`src/rtl/instruction_fetch.sv`:
```
// Fetch stage: holds the PC, fetches one word per instruction, waits for resolve.
// Optional FETCH_PERF_COUNTERS_EN adds cycle_count / retired_count outputs.
module instruction_fetch #(
    parameter int unsigned          PC_WIDTH = 32,
    parameter logic [PC_WIDTH-1:0]  RESET_PC = '0
) (
    input  logic                clk,
    input  logic                rstn,
    output logic                imem_req,
    output logic [PC_WIDTH-1:0] imem_addr,
    input  logic                imem_ready,
    input  logic [31:0]         imem_rdata,
    output logic [31:0]         instruction,
    output logic [PC_WIDTH-1:0] pc,
    output logic                instr_valid,
`ifdef FETCH_PERF_COUNTERS_EN
    output logic [63:0]         cycle_count,
    output logic [63:0]         retired_count,
`endif
    input  logic                resolve_valid,
    input  logic [1:0]          next_pc_src,
    input  logic [PC_WIDTH-1:0] branch_target,
    input  logic                alu_result_zero
);

    typedef enum logic [1:0] {
        BOOT  = 2'd0,
        FETCH = 2'd1,
        ISSUE = 2'd2
    } state_e;

    localparam logic [31:0] NOP = 32'h0000_0013;

    state_e                state_q, state_d;
    logic [PC_WIDTH-1:0]   pc_q, pc_d;
    logic [31:0]           instr_q, instr_d;
    logic                  taken;
    logic [PC_WIDTH-1:0]   pc_plus4;
    logic [PC_WIDTH-1:0]   next_raw;
    logic [PC_WIDTH-1:0]   next_pc;

    always_comb begin
        taken = 1'b0;
        unique case (next_pc_src)
            2'd0:    taken = 1'b0;
            2'd1:    taken = 1'b1;
            2'd2:    taken = alu_result_zero;
            default: taken = !alu_result_zero;
        endcase
        pc_plus4 = pc_q + PC_WIDTH'(4);
        next_raw = taken ? branch_target : pc_plus4;
        // Low bits cleared so JALR targets land word-aligned
        next_pc  = {next_raw[PC_WIDTH-1:2], 2'b00};
    end

    always_comb begin
        state_d = state_q;
        pc_d    = pc_q;
        instr_d = instr_q;
        unique case (state_q)
            BOOT: state_d = FETCH;
            FETCH: begin
                if (imem_ready) begin
                    instr_d = imem_rdata;
                    state_d = ISSUE;
                end
            end
            ISSUE: begin
                if (resolve_valid) begin
                    pc_d    = next_pc;
                    state_d = FETCH;
                end
            end
            default: state_d = BOOT;
        endcase
    end

    always_ff @(posedge clk or negedge rstn) begin
        if (!rstn) begin
            state_q <= BOOT;
            pc_q    <= RESET_PC;
            instr_q <= NOP;
        end else begin
            state_q <= state_d;
            pc_q    <= pc_d;
            instr_q <= instr_d;
        end
    end

    assign imem_req    = (state_q == FETCH);
    assign imem_addr   = pc_q;
    assign instruction = instr_q;
    assign pc          = pc_q;
    assign instr_valid = (state_q == ISSUE);

`ifdef FETCH_PERF_COUNTERS_EN
    logic [63:0] cycle_q, cycle_d;
    logic [63:0] retired_q, retired_d;

    always_comb begin
        cycle_d   = cycle_q;
        retired_d = retired_q;
        if (state_q != BOOT) begin
            cycle_d = cycle_q + 64'd1;
        end
        if (state_q == ISSUE && resolve_valid) begin
            retired_d = retired_q + 64'd1;
        end
    end

    always_ff @(posedge clk or negedge rstn) begin
        if (!rstn) begin
            cycle_q   <= '0;
            retired_q <= '0;
        end else begin
            cycle_q   <= cycle_d;
            retired_q <= retired_d;
        end
    end

    assign cycle_count   = cycle_q;
    assign retired_count = retired_q;
`endif

endmodule

```
`config.mk`:
```
export PLATFORM = sky130hd
export DESIGN_NAME = instruction_fetch
export DESIGN_NICKNAME = d
export VERILOG_FILES = /design/src/rtl/instruction_fetch.sv
export SDC_FILE = /design/constraint.sdc
export NUM_CORES = 1
export LEC_CHECK = 0
export CORE_ASPECT_RATIO = 0.8
export CORE_MARGIN = 4
export CORE_UTILIZATION = 40
export CTS_CLUSTER_DIAMETER = 150
export CTS_CLUSTER_SIZE = 14
export DETAILED_ROUTE_END_ITERATION = 8
export DONT_BUFFER_PORTS = 1
export PLACE_DENSITY = 0.58
export SYNTH_ARGS = -nofsm -noshare
export SYNTH_HDL_FRONTEND = slang
export SYNTH_SLANG_ARGS = --single-unit
```
`constraint.sdc`:
```
create_clock -name clk -period 2.6 [get_ports clk]
set_input_delay 0.39 -clock clk [delete_from_list [all_inputs] [get_ports clk]]
set_output_delay 0.39 -clock clk [all_outputs]
set_load 0.01 [all_outputs]
```
==> impl_metrics.py, run 1 <==
metrics = {
    "global_route": {
        "antenna_found_initial": 0,
        "grtUsageTotal_pct": 17.5,
        "grt_max_degree": 65,
        "grt_pass1_wl_um": 14200,
        "grt.overflow.total": 0,
        "grt_pass1_vias": 2520,
    },
    "placed_design": {
        "place.gp.congestion": 0.785,
        "port_buffers": 0,
        "dpl_cell_area_sq_mm": 0.00347,
        "dp_hpwl_um": 6540,
        "pre_cts_slack_ns": 0.450,
    },
    "drt": {
        "drtIter0Drc": 116,
        "first_pass_iters": 4,
        "highest_layer": "met4",
        "post_drt_wl_per_cell_um": 20.1,
        "vias_per_cell": 5.77,
        "met2_length_um": 4100,
        "drc": 0,
        "wl_met1_um": 3980,
        "vias": 2552,
        "antenna_left": 0,
        "routed_wl_um": 8900,
        "wl_met3_um": 750,
    },
    "critical_path": {
        "cp.arrival_ns": 2.39,
        "path_class": "reg2reg",
        "ff2ff_path_depth": 5,
        "critPathLaunchType": "flop",
        "worstReg2RegEnd": "imem_addr[23]",
        "cp.required_ns": 2.82,
        "r2r_setup_slack_ns": 0.42,
        "r2r-start": "imem_addr[10]",
        "cp_max_fo": 10,
        "endpoint_kind": "flop",
    },
    "floorplan": {
        "die_width_um": 113,
        "start_util_pct": 41.1,
        "rows": 30,
        "ioPinCount": 169,
        "die_area_sq_mm": 0.0103,
        "fp.coreArea_sq_mm": 0.00852,
        "dieHeight_um": 91.7,
    },
    "synth": {
        "synth.most_common_cell": "dfrtp_1",
        "synth-edff-count": 0,
        "post_synth.cell_area_avg_sq_um": 10.2,
        "synth.top_cell.area_share_pct": 43.6,
        "ys_types": 55,
        "syn_inst": 345,
        "synth_area_leaders": "dfrtp_1 (44%), mux2_2 (10%), buf_4 (7.3%)",
        "ys.flop_type": "dfrtp_1",
        "syn_area_sq_mm": 0.00350,
        "async_reset_ff_share_pct": 100,
        "yosys-top-cells-count": "dfrtp_1 (61), buf_4 (34), mux2_2 (32)",
        "synth-seq-cells": 64,
        "yosys.area.top_type": "dfrtp_1",
        "yosysSeqAreaShare_pct": 45.8,
        "synth_warnings": 0,
    },
    "cells_and_area": {
        "syn_to_final_growth_pct": 4.96,
        "layout.nets": 397,
        "layout-drive-gt1-share_pct": 24.2,
        "diodes": 0,
        "final_area_sq_mm": 0.00368,
    },
    "worst_hold_path": {
        "hold_class": "in2reg",
        "hold_depth": 1,
        "worstHoldEndpoint": "state_q[0]",
        "hold_start": "imem_ready",
    },
    "cts": {
        "cts_tree": "built",
        "cts_root_buf": "clkbuf_8",
        "ctsLongestPathBuffers": 2,
        "cts.repair.resized": 0,
        "cts-hold-fix-buffers": 2,
        "cts_setup_buffers": 0,
        "clkLatencyLatePin_ns": 0.34,
        "cts.clk_slew.worst_paths_ns": 0.07,
        "cts_made_buffers": 9,
        "htreeDepth": 3,
        "clock_sinks": 64,
    },
    "sta": {
        "tightest_slew_ns": 0.531,
        "max_freq_mhz": 460,
        "final.period_utilization_pct": 83.7,
        "fin_hold_ws_ns": 0.171,
        "finalMaxSlewViolations": 0,
        "clock_skew_ns": 0.00719,
        "rsz0062_at_grt": "false",
        "fin_tns_setup_ns": 0,
        "period_needed_ns": 2.18,
        "setup_slack_ns": 0.425,
        "relSlewSlack_pct": 64.4,
        "final_hold_viol_count": 0,
        "setup_violations": 0,
    },
    "power": {
        "p_total_uw": 4370,
        "p_leak_uw": 0.00146,
        "worst_ir_drop_vdd_mv": 0.375,
        "pwr_density_cell_mw_per_mm2": 1190,
    },
    "status": {
        "outcome": "finished, final reports clean",
    },
    "job": {
        "drv_cap": 0,
    },
}
-- sequential cells by signal (all words and copies together) (netlist names) --
register / count
instruction: 32
imem_addr: 30
state_q: 2
-- routing by layer --
| metal | GRT usage (%) | up-vias |
|---|---|---|
| li1 | - | 1192 |
| met1 | 23.9 | 1229 |
| met2 | 26.5 | 125 |
| met3 | 6.53 | 6 |
| met4 | 3.90 | 0 |
| met5 | 0 | - |
-- worst max path at each step --
stage,start,to,slack [ns]
after global routing,imem_addr[10],imem_addr[23],0.26
final,imem_addr[10],imem_addr[23],0.42
after CTS,imem_addr[10],imem_addr[23],0.42
after global placement,imem_addr[10],imem_addr[23],0.50
after detailed placement,imem_addr[10],imem_addr[23],0.45
after floorplan,imem_addr[2],imem_addr[20],0.50
-- cell type report --
class,instances,area [sq um]
well taps,112,140
fillers,820,4840
clock inverters,7,47.5
multi-input cells,227,1570
flip-flops and latches,64,1610
inverters,5,18.8
repair buffers,18,170
clock buffers,9,124
-- worst max-delay path: stages (launching register included) --
cell     delay, ns
dfrtp_1       0.62
nand4_4       0.27
nor4_1        0.39
nand3_1       0.19
and3_1        0.22
or3_1         0.36
-- per-stage QoR --
| stage | util [%] | instances |
|---|---|---|
| after floorplan | - | 348 |
| after global placement | 40.7 | 424 |
| after detailed placement | 40.7 | 424 |
| after CTS | 43.2 | 442 |
| after global routing | 43.2 | 442 |
| final | 43.2 | 442 |
-- logic make-up (layout without fill, tap and decap cells) --
logic type | Yosys count | count (layout) | share of synthesized area, %
buffers and inverters | 57 | 39 | 9.86
AO/OA/AOI/OAI | 77 | 77 | 14.7
AND/OR/NAND/NOR | 112 | 112 | 18.6
flip-flops | 64 | 64 | 45.8
multiplexers | 33 | 33 | 10.6
other | 1 | 4 | 0.107
adder cells (fa/ha/maj) | 1 | 1 | 0.357
-- where the power goes --
group	switching (uW)	internal [uW]
Clock	406	345
Combinational	702	645
Sequential	792	1480
-- cells in the final DEF, fill, tap and decap left out, types with 5 or more instances in the layout --
cell,n
nand4_1,6
o21ai_0,13
dfrtp_1,61
nand2_1,21
a2bb2oi_1,10
mux2_2,32
o22ai_1,9
inv_1,5
nor2_1,21
a21oi_1,21
and3_1,6
clkbuf_8,9
nor3_1,10
nand3_1,19
buf_4,15
No activity file was read; power rests on OpenSTA's default activity.
==> run 2, diff against run 1 <==
==> constraint.sdc (replaced) <==
create_clock -name clk -period 2.3 [get_ports clk]
set_input_delay 0.345 -clock clk [delete_from_list [all_inputs] [get_ports clk]]
set_output_delay 0.345 -clock clk [all_outputs]
set_load 0.01 [all_outputs]
==> impl_metrics.py, run 2 (synthesis gave the netlist of run 1 again) <==
metrics = {
    "floorplan": {
        "rows": 30,
        "die_width_um": 113,
        "fp.coreArea_sq_mm": 0.00852,
        "dieHeight_um": 91.7,
        "die_area_sq_mm": 0.0103,
        "ioPinCount": 169,
        "start_util_pct": 41.1,
    },
    "sta": {
        "setup_violations": 0,
        "finalMaxSlewViolations": 0,
        "final.period_utilization_pct": 90.4,
        "max_freq_mhz": 481,
        "fin_tns_setup_ns": 0,
        "rsz0062_at_grt": "false",
        "period_needed_ns": 2.08,
        "clock_skew_ns": 0.00860,
        "relSlewSlack_pct": 66.3,
        "final_hold_viol_count": 0,
        "fin_hold_ws_ns": 0.102,
        "setup_slack_ns": 0.220,
        "tightest_slew_ns": 0.504,
    },
    "cts": {
        "clkLatencyLatePin_ns": 0.34,
        "cts_setup_buffers": 0,
        "cts_made_buffers": 9,
        "cts_tree": "built",
        "cts.clk_slew.worst_paths_ns": 0.08,
        "clock_sinks": 64,
        "ctsLongestPathBuffers": 2,
        "htreeDepth": 3,
        "cts_root_buf": "clkbuf_8",
    },
    "cells_and_area": {
        "diodes": 0,
        "mostFrequentLayoutCells": "dfrtp_1 (61), mux2_2 (32), buf_4 (30)",
        "layout.nets": 411,
        "syn_to_final_growth_pct": 8.50,
        "layout.cells.most_common": "dfrtp_1",
        "layout-drive-gt1-share_pct": 27.3,
        "n_fill_cell": 841,
        "largest_register_ff_count": 32,
    },
    "global_route": {
        "grt_max_degree": 65,
        "grt.overflow.total": 0,
        "grtUsageTotal_pct": 17.9,
        "grt_pass1_wl_um": 14500,
        "grt_pass1_vias": 2651,
        "antenna_found_initial": 0,
    },
    "critical_path": {
        "crit_slowest_cell": "or4_4",
        "cp.depth": 6,
        "endpoint": "imem_addr[20]",
        "critPathBufInv": 0,
        "cp_max_fo": 6,
        "crit_family": "simple AND/OR/NAND/NOR gates",
        "ff2ff_path_depth": 6,
        "r2r_setup_slack_ns": 0.22,
        "critPathLaunchType": "flop",
        "r2r-start": "imem_addr[2]",
        "path_cells": "ha_1 > nand4_4 > or4_4 > o211ai_2 > o41ai_1 > a221o_1",
        "path_class": "reg2reg",
        "cp.required_ns": 2.52,
        "endpoint_kind": "flop",
        "worstReg2RegEnd": "imem_addr[20]",
        "cp.arrival_ns": 2.30,
        "startpoint": "imem_addr[2]",
        "max_stage_delay_ns": 0.60,
    },
    "drt": {
        "antenna_left": 0,
        "vias_per_cell": 5.84,
        "routed_wl_um": 9180,
        "drtIter0Drc": 122,
        "vias": 2664,
        "post_drt_wl_per_cell_um": 20.1,
        "first_pass_iters": 4,
        "drc": 0,
    },
    "job": {
        "drv_cap": 0,
    },
    "status": {
        "outcome": "finished, final reports clean",
    },
    "power": {
        "worst_ir_drop_vdd_mv": 0.556,
        "p_leak_uw": 0.00153,
        "pwr_density_cell_mw_per_mm2": 1370,
    },
    "placed_design": {
        "dp_hpwl_um": 6820,
        "port_buffers": 0,
        "place.gp.congestion": 0.804,
        "pre_cts_slack_ns": 0.251,
    },
    "worst_hold_path": {
        "hold_class": "in2reg",
    },
}
==> run 2: cell types whose count changed in the layout (fill, tap and decap cells not counted) <==
cell,previous run,this run
clkinv_2,3,0
clkinvlp_4,2,3
buf_12,1,0
buf_4,15,30
bufinv_16,0,1
inv_6,1,2
==> run 2: report_power, final <==
| group | total (uW) | internal (uW) | switching [uW] |
|---|---|---|---|
| Combinational | 1770 | 813 | 954 |
| Sequential | 2440 | 1680 | 766 |
| Clock | 990 | 509 | 481 |
| Total | 5200 | 3000 | 2200 |
==> run 2: worst min path at each step <==
stage	from	endpoint	slack, ns	depth (start not counted)
2_1_floorplan	rstn	imem_addr[10]	0.05	0
3_3_place_gp	rstn	instruction[26]	0.05	0
3_5_place_dp	rstn	instruction[26]	0.05	0
4_1_cts	imem_ready	state_q[0]	0.08	1
5_1_grt	imem_ready	state_q[0]	0.08	1
6_report	imem_ready	state_q[0]	0.10	1
==> run 2: per-layer routing <==
layer	GRT usage (%)	routed length, um
met2	28.2	4300
met3	6.00	777
met1	23.3	3980
met5	0	0
met4	5.31	119
==> run 2: cell type report <==
class	instances	area [sq um]	share of cell area (%)
well taps	112	140	3.69
repair buffers	32	263	6.91
multi-input cells	227	1570	41.3
flip-flops and latches	64	1610	42.2
inverters	5	18.8	0.494
clock inverters	7	78.8	2.07
clock buffers	9	124	3.26
==> run 2: timing repair <==
action                                 CTS  global route
resized for setup                        0             0
endpoints found under the hold margin   64             0
hold buffers                             2             0
==> run 2: through the flow <==
stage	cells	utilization, %	instance area [sq um]	power [uW]
finish	456	44.6	3800	5200
CTS	456	44.6	3800	5280
detailed placement	438	41.8	3560	4230
global placement	438	41.8	3560	4170
global route	456	44.6	3800	5560
floorplan	348	-	3510	3900
==> run 2: worst register-to-register path, delay by kind of cell (launching register included) <==
kind	cells	cell delay (ns)
AO/OA/AOI/OAI	3	0.52
adder cells (fa/ha/maj)	1	0.29
flip-flops	1	0.36
AND/OR/NAND/NOR	2	0.79
